**config.mk**
```make
export PLATFORM = sky130hd
export DESIGN_NAME = mc_cfg_loader
export DESIGN_NICKNAME = d
export VERILOG_FILES = /design/src/rtl/mc_cfg_loader.sv
export SDC_FILE = /design/constraint.sdc
export NUM_CORES = 1
export LEC_CHECK = 0
export BUFFER_PORTS_ARGS = -buffer_cell sky130_fd_sc_hd__buf_4
export CAP_MARGIN = 20
export CORE_ASPECT_RATIO = 2
export CORE_MARGIN = 3
export CORE_UTILIZATION = 39
export DETAILED_ROUTE_END_ITERATION = 8
export PLACE_DENSITY = 0.73
export SETUP_SLACK_MARGIN = 0.15
export SLEW_MARGIN = 25
export SYNTH_ARGS = -nofsm -noshare
export SYNTH_HDL_FRONTEND = slang
export SYNTH_SLANG_ARGS = --single-unit
```
**constraint.sdc**
```tcl
create_clock -name clk -period 1.6 [get_ports clk]
set_input_delay 0.08 -clock clk [delete_from_list [all_inputs] [get_ports clk]]
set_output_delay 0.08 -clock clk [all_outputs]
set_load 0.02 [all_outputs]
```
**src/rtl/mc_cfg_loader.sv**
```systemverilog
// -----------------------------------------------------------------------------
// mc_cfg_loader
//
// Serial configuration loader for the per-macrocell PT5 routing selects.
// A framed bitstream (NUM_MC*CFG_BITS data bits, LSB first, then one even
// parity bit) is shifted into a shadow register under a valid/ready
// handshake. The shadow is copied to the live configuration in a single
// cycle only after the parity checks out. Bad or aborted frames never touch
// the live configuration, so the routing fabric never sees a partial update.
//
// Parameters:
//   NUM_MC        number of macrocells configured
//   CFG_BITS      config bits per macrocell (>= 2); bit 0 = pt5_mux,
//                 bit 1 = pt5_func_mux, higher bits are spare (mc_cfg only)
//
// Ports:
//   clk           rising-edge clock
//   rst_n         asynchronous active-low reset
//   cfg_start     begin a frame (sampled only in IDLE)
//   cfg_abort     drop the current frame (SHIFT/CHECK only), no commit
//   cfg_bit       serial data bit
//   cfg_valid     cfg_bit is valid
//   cfg_ready     loader accepts a bit this cycle (SHIFT state)
//   busy          high in every state except IDLE
//   cfg_done      one-cycle pulse when the live configuration is updated
//   cfg_err       sticky parity error, cleared by the next accepted cfg_start
//   mc_cfg        live configuration, macrocell m at [m*CFG_BITS +: CFG_BITS]
//   pt5_mux       bit m = mc_cfg[m*CFG_BITS]
//   pt5_func_mux  bit m = mc_cfg[m*CFG_BITS+1]
// -----------------------------------------------------------------------------
module mc_cfg_loader #(
   parameter int NUM_MC   = 16,
   parameter int CFG_BITS = 2
) (
   input  logic                       clk,
   input  logic                       rst_n,
   input  logic                       cfg_start,
   input  logic                       cfg_abort,
   input  logic                       cfg_bit,
   input  logic                       cfg_valid,
   output logic                       cfg_ready,
   output logic                       busy,
   output logic                       cfg_done,
   output logic                       cfg_err,
   output logic [NUM_MC*CFG_BITS-1:0] mc_cfg,
   output logic [NUM_MC-1:0]          pt5_mux,
   output logic [NUM_MC-1:0]          pt5_func_mux
);

   localparam int TOTAL = NUM_MC * CFG_BITS;
   localparam int CNT_W = $clog2(TOTAL + 1);
   localparam int IDX_W = (TOTAL > 1) ? $clog2(TOTAL) : 1;

   typedef enum logic [1:0] {
      ST_IDLE   = 2'd0,
      ST_SHIFT  = 2'd1,
      ST_CHECK  = 2'd2,
      ST_COMMIT = 2'd3
   } state_t;

   state_t               state_r;
   logic [CNT_W-1:0]     cnt_r;
   logic                 par_r;
   logic [TOTAL-1:0]     shadow_r;
   logic [TOTAL-1:0]     mc_cfg_r;
   logic                 done_r;
   logic                 err_r;

   // Running even-parity accumulator step.
   function automatic logic parity_step(input logic acc, input logic din);
      return acc ^ din;
   endfunction

   // Loader FSM: frame capture, parity check, atomic commit and status flags.
   always_ff @(posedge clk or negedge rst_n) begin
      if (!rst_n) begin
         state_r  <= ST_IDLE;
         cnt_r    <= {CNT_W{1'b0}};
         par_r    <= 1'b0;
         shadow_r <= {TOTAL{1'b0}};
         mc_cfg_r <= {TOTAL{1'b0}};
         done_r   <= 1'b0;
         err_r    <= 1'b0;
      end else begin
         done_r <= 1'b0;
         case (state_r)
            ST_IDLE: begin
               if (cfg_start) begin
                  cnt_r   <= {CNT_W{1'b0}};
                  par_r   <= 1'b0;
                  err_r   <= 1'b0;
                  state_r <= ST_SHIFT;
               end else begin
                  state_r <= ST_IDLE;
               end
            end
            ST_SHIFT: begin
               // Abort wins over a same-cycle handshake: that bit is dropped.
               if (cfg_abort) begin
                  state_r <= ST_IDLE;
               end else if (cfg_valid) begin
                  par_r <= parity_step(par_r, cfg_bit);
                  if (cnt_r < CNT_W'(TOTAL)) begin
                     shadow_r[cnt_r[IDX_W-1:0]] <= cfg_bit;
                     cnt_r                      <= cnt_r + CNT_W'(1);
                  end else begin
                     // Parity bit: counter holds at TOTAL rather than wrapping.
                     state_r <= ST_CHECK;
                  end
               end else begin
                  state_r <= ST_SHIFT;
               end
            end
            ST_CHECK: begin
               if (cfg_abort) begin
                  state_r <= ST_IDLE;
               end else if (par_r == 1'b0) begin
                  state_r <= ST_COMMIT;
               end else begin
                  err_r   <= 1'b1;
                  state_r <= ST_IDLE;
               end
            end
            ST_COMMIT: begin
               // Commit is not abortable once entered.
               mc_cfg_r <= shadow_r;
               done_r   <= 1'b1;
               state_r  <= ST_IDLE;
            end
            default: begin
               state_r <= ST_IDLE;
            end
         endcase
      end
   end

   assign cfg_ready = (state_r == ST_SHIFT);
   assign busy      = (state_r != ST_IDLE);
   assign cfg_done  = done_r;
   assign cfg_err   = err_r;
   assign mc_cfg    = mc_cfg_r;

   // Fan the two routing selects of each macrocell out to their own buses.
   for (genvar m = 0; m < NUM_MC; m++) begin : g_route
      assign pt5_mux[m]      = mc_cfg_r[m*CFG_BITS];
      assign pt5_func_mux[m] = mc_cfg_r[m*CFG_BITS+1];
   end

endmodule

```
== After elaboration in Yosys (flattened, before gate mapping) ==
Cells that the tools add are included.
Cells by class
  $mul: 0
  bitwise logic cells: 2
  add/subtract/negate cells: 1
  reductions and logical operators: 9
  shift-type cells: 0
  divide/modulo/power cells: 0
  $lt $le $gt $ge: 3
  eq/ne operators: 10
  mux-type cells: 23
Operators with widths (number)
  bitwise mux 32 bit: 1
  two-way mux 6 bit: 4
  case mux 6 bit (2 select lines): 1
  AND reduction 4 bit: 3
  two-way mux 2 bit: 5
  != test 2 bit, second input constant: 5
  two-way mux 1 bit: 8
  case mux 2 bit (4 select lines): 1
  adder 6 x 1 -> 6 bit, second input constant: 1
  < comparator 5 x 6 -> 1 bit, second input constant: 1
  < comparator 6 bit, second input constant: 1
  nonzero test 2 bit: 3
  demux 1 bit (select 5 bit): 1
  greater-or-equal comparator 5 x 1 -> 1 bit, second input constant: 1
  AND reduction 5 bit: 1
  == test 2 bit, second input constant: 2
  != test 4 bit, second input constant: 1
  case mux 1 bit (2 select lines): 2
  == test 2 x 1 -> 1 bit, second input constant: 1
  logical NOT 2 bit: 1
  != test 2 x 1 -> 1 bit, second input constant: 1
  logical AND 1 bit: 1
  inverter 1 bit: 1
  XOR 1 bit: 1
Word-level totals
  memories: 0
  output and inout port bits: 68
  memory bits (writable): 0
  logic and storage cells: 55
  bits in latches: 0
  register bits after elaboration: 75
  memory bits (read-only): 0
  input bits: 6

== Longest topological paths before layout ==
  depth after elaboration: 5
  mapped depth: 6

== Least setup slack after synthesis ==
OpenSTA, ideal clock, no wires.
  path kind: register to register
  start point: register cnt_r[0]
  end point: register shadow_r[28]
  slack: 0.084 ns
  data arrival time: 1.388 ns
  data required time: 1.473 ns
  stages on the path, launching flop included: 7
  cells stage by stage: dfrtp_1 > inv_1 > ha_1 > nor2b_1 > clkbuf_1 > nand3_1 > mux2_1
Between the ends
  cells in the longest elaborated chain, start to end: 5
RTL lines
  start, declared: RTL line 62  | logic [CNT_W-1:0] cnt_r;
  start signal, assigned: RTL line 78  | cnt_r <= {CNT_W{1'b0}};
  start signal, assigned: RTL line 89  | cnt_r <= {CNT_W{1'b0}};
  start signal, assigned: RTL line 105  | cnt_r <= cnt_r + CNT_W'(1);
  < comparator 5 x 6 -> 1 bit (not written as such) / greater-or-equal comparator 5 x 1 -> 1 bit (equally long branches): RTL line 104  | shadow_r[cnt_r[IDX_W-1:0]] <= cfg_bit;
  logical AND 1 bit (not written as such): RTL line 104
  two-way mux 1 bit (not written as such): RTL line 104
  demux 1 bit (select 5 bit): RTL line 104
  bitwise mux 32 bit: RTL line 104
  end signal, assigned: RTL line 80  | shadow_r <= {TOTAL{1'b0}};
  end signal, assigned by index: RTL line 104
  end, declared: RTL line 64  | logic [TOTAL-1:0] shadow_r;
Parallel ways exist; a longest one is shown, timed or not.
A chain may end at the register's enable or synchronous reset.

== Worst setup path after layout ==
  start point: register cnt_r[5]
  end point: register cnt_r[2]
Between the ends
  cells in the longest elaborated chain, start to end: 3
RTL lines
  < comparator 6 bit: RTL line 103  | if (cnt_r < CNT_W'(TOTAL)) begin
  != test 2 x 1 -> 1 bit (no source line)
  AND reduction 5 bit (no source line)
Every way passes these cells.

==> summary.md <==
| Metric | Value |
|---|---|
| Critical Path Source Type | `flip-flop` |
| DRC Markers | `0` |
| Inserted Diodes | `0` |
| Part of the cycle the worst path needs | `97.0%` |
| Core occupancy in the finished layout | `54.1%` |
| Element type at the critical path end | `flip-flop` |
| Dpl ws | `-0.0527 ns` |
| Layout cell share with drive strength beyond 1 | `60.9%` |
| Launching element of the worst setup path | `cnt_r[5]` |
| Initial core utilization | `40.4%` |
| PnR worst setup slack | `0.0482 ns` |
| RSZ-0062 raised after global routing | `yes` |
| Antenna Violating Nets Remaining | `0` |
| Count of synthesis-stage warnings from yosys | `0` |
| Endpoint of the lowest-slack register-to-register path | `cnt_r[2]` |
| Placeable core region | `0.00871 sq mm` |
| Synthesized area per cell | `12.3 sq um` |
| Flop and latch count out of synthesis | `75` |
| Worst-case hold path end point | `state_r[1]` |
| Post-synth net total | `297` |
| Total clock buffers created by CTS | `9` |
| Cell count of the worst hold path | `3` |
| Largest vdd supply drop | `0.597 mV` |
| Leak pwr | `0.00234 uW` |
| Die Y | `140 microns` |
| Fraction of the yosys area taken by sequential cells | `53.3%` |
| First-pass GRT wire length | `12000 microns` |
| Share of the synthesized area in the top cell type | `53.3%` |
| Gate Count Post-Synth | `287` |
| Reg2reg path depth | `3` |
| Clock sink count | `75` |
| Initial DRC Count | `170` |
| Transition time of the tightest slew-check pin | `0.422 ns` |
| Reg2Reg Setup Slack | `0.05 ns` |
| DRT Pass-1 Iters | `4` |
| Setup-failing EPs final | `0` |
| Aggregate routed wire length | `7820 microns` |
| Cell Rows | `48` |
| Largest area contributor in the synthesized netlist | `dfrtp_1` |
| Final Instance Count excl. Fillers | `453` |
| Die width | `73.2 microns` |
| Max FO, Critical Path | `4` |
| Rel. slew slack | `71.8%` |
| Total standard cell area after synthesis | `0.00352 sq mm` |
| Area growth from synthesis to layout | `33.9%` |
| Leading cell type by number of instances after synthesis | `dfrtp_1` |
| Avg WL per Cell | `17.3 microns` |
| Die area | `0.0103 sq mm` |
| List of most frequent post-synthesis cells | `dfrtp_1 (75), mux2_2 (62), buf_4 (33), nand3_1 (26), clkbuf_1 (12)` |
| Largest net degree at the start of global routing | `35` |
| Number of distinct library cells after synthesis | `31` |
| Dominant synthesized flop cell | `dfrtp_1` |
| Arrival time of data at the critical path endpoint | `1.75 ns` |
| Design Power | `4610 uW` |
| Antenna violations before repair | `0` |
| # H-tree levels | `3` |
| TritonCTS clock tree | `done` |
| Routability congestion estimate from global placement | `0.779` |
| Result of the run | `completed` |
| Vias in the first global route | `2367` |
| Critical setup path kind | `flip-flop to flip-flop` |
| Clock tree skew after final layout | `0.00599 ns` |
| Half-perimeter wire length after detailed placement | `4990 microns` |
| Final critical path time including I/O delays and setup | `1.55 ns` |
| Cell at the root of the clock tree | `clkbuf_16` |
| Number of I/O port buffers | `73` |
| Startpoint of the most critical hold path | `cfg_valid` |
| Number of top-level pins | `74` |
| Remaining global-route overflow | `0` |
| Setup TNS | `0 ns` |
| Final-report max-slew violation count | `0` |
| Pwr dens | `978 mW/mm^2` |
| Startpoint of the worst-slack reg-to-reg timing path | `cnt_r[5]` |
| Layout fillers | `719` |
| Post-synth EDFFs | `0` |
| Post-Place Cells | `425` |
| Number of vias after detailed routing | `2415` |
| Max Root-Sink Buffers | `2` |
| Final hold violation count | `0` |
| Post-CTS clock slew at the launch and capture registers of the worst setup and hold paths | `0.05 ns` |
| GR Util All Layers | `15.4%` |
| # nets final | `358` |
| Upper clock frequency limit | `0.644 GHz` |
| Critical Path RT | `1.80 ns` |
| Cells taking the most area after synthesis | `dfrtp_1 (53%), mux2_2 (20%), buf_4 (7.0%)` |
| Fraction of registers with async set or reset after synthesis | `100%` |
| HP Class | `input pin to flip-flop` |
| Insertion delay of the later-clocked pin in the worst-skew pair | `0.34 ns` |
| Max cap viols | `0` |
| Via density | `5.33` |
-- worst max-delay path, stage by stage (launching register included) --
cell and delay, ns:
dfrtp_2 0.43, or4bb_4 0.56, a221oi_2 0.29, o22ai_1 0.14
-- how the worst max path moves through the flow --
stage / to / slack, ns / depth (start not counted)
2_1_floorplan: cnt_r[2] / 0.17 / 3
3_3_place_gp: shadow_r[15] / 0.002 / 4
3_5_place_dp: shadow_r[15] / -0.05 / 4
4_1_cts: shadow_r[2] / 0.11 / 4
5_1_grt: shadow_r[29] / 0.04 / 6
6_report: cnt_r[2] / 0.05 / 3
-- report_power, final --
part | switching, uW | internal (uW) | leakage [uW]
sequential | 57.8 | 1980 | 0.00103
clock | 753 | 1250 | 0.000139
combinational | 306 | 268 | 0.00117
total | 1120 | 3490 | 0.00234
-- final cells by class --
type | instances | area (sq um) | area share, %
Tap cell | 100 | 125 | 2.65
Multi-Input combinational cell | 151 | 1510 | 31.9
Timing Repair Buffer | 101 | 865 | 18.3
Sequential cell | 75 | 1880 | 39.9
Clock buffer | 12 | 246 | 5.23
Inverter | 10 | 42.5 | 0.902
Clock inverter | 4 | 50.0 | 1.06
-- metrics by stage --
stage          cell area (sq um)  hold slack (ns)
6_report                    4710           0.0699
5_1_grt                     4710           0.0903
4_1_cts                     4600           0.0667
3_5_place_dp                4040          0.00199
3_3_place_gp                4040          0.00437
2_1_floorplan               3530           -0.216
-- repair_timing --
| action | CTS | global route |
|---|---|---|
| setup buffers | 5 | 1 |
| endpoints found under the hold margin | 58 | 0 |
| cloned | 0 | 3 |
| pin swaps | 4 | 7 |
| resized for setup | 48 | 10 |
| hold buffers | 3 | 0 |
| setup endpoints to repair | 37 | 68 |
-- kinds of logic after synthesis --
group | share of synthesized area (%)
buffers and inverters | 10.1
adder cells (fa/ha/maj) | 1.42
AO/OA/AOI/OAI | 2.84
flip-flops | 53.3
multiplexers | 21.3
AND/OR/NAND/NOR | 11.0
-- per-layer routing --
| layer | GRT usage [%] | wire, microns |
|---|---|---|
| met5 | 0 | 0 |
| met4 | 8.27 | 278 |
| met3 | 3.45 | 346 |
| met2 | 26.7 | 4360 |
| met1 | 16.9 | 2840 |
-- cells in the final DEF (no fill, tap or decap), types with 2 or more instances in the layout --
cell type,Yosys,routed
o22ai_1,2,2
o21ai_0,4,3
dlygate4sd3_1,0,3
mux2_4,0,4
buf_8,0,3
a31oi_1,2,2
inv_1,10,8
nand2b_1,2,2
ha_4,0,3
nand3_4,0,2
nor3b_1,4,3
buf_12,0,3
clkinvlp_4,0,2
clkbuf_1,12,2
dfrtp_2,0,3
nand4b_1,8,8
nand3_1,26,7
mux2_2,62,60
nor2b_4,0,3
buf_4,33,89
clkbuf_16,0,11
nand2_1,4,3
a221oi_2,0,2
dfrtp_1,75,72
and3b_1,3,3
nand3_2,0,17
mux2i_1,3,3
nor2_1,7,7
a21oi_1,4,3
-- sequential cells by signal, indices dropped and copies added (netlist names) --
signal	cells
mc_cfg	32
shadow_r	32
cnt_r	6
state_r	2
cfg_done	1
cfg_err	1
par_r	1
Power figures use the tool's default switching activity.
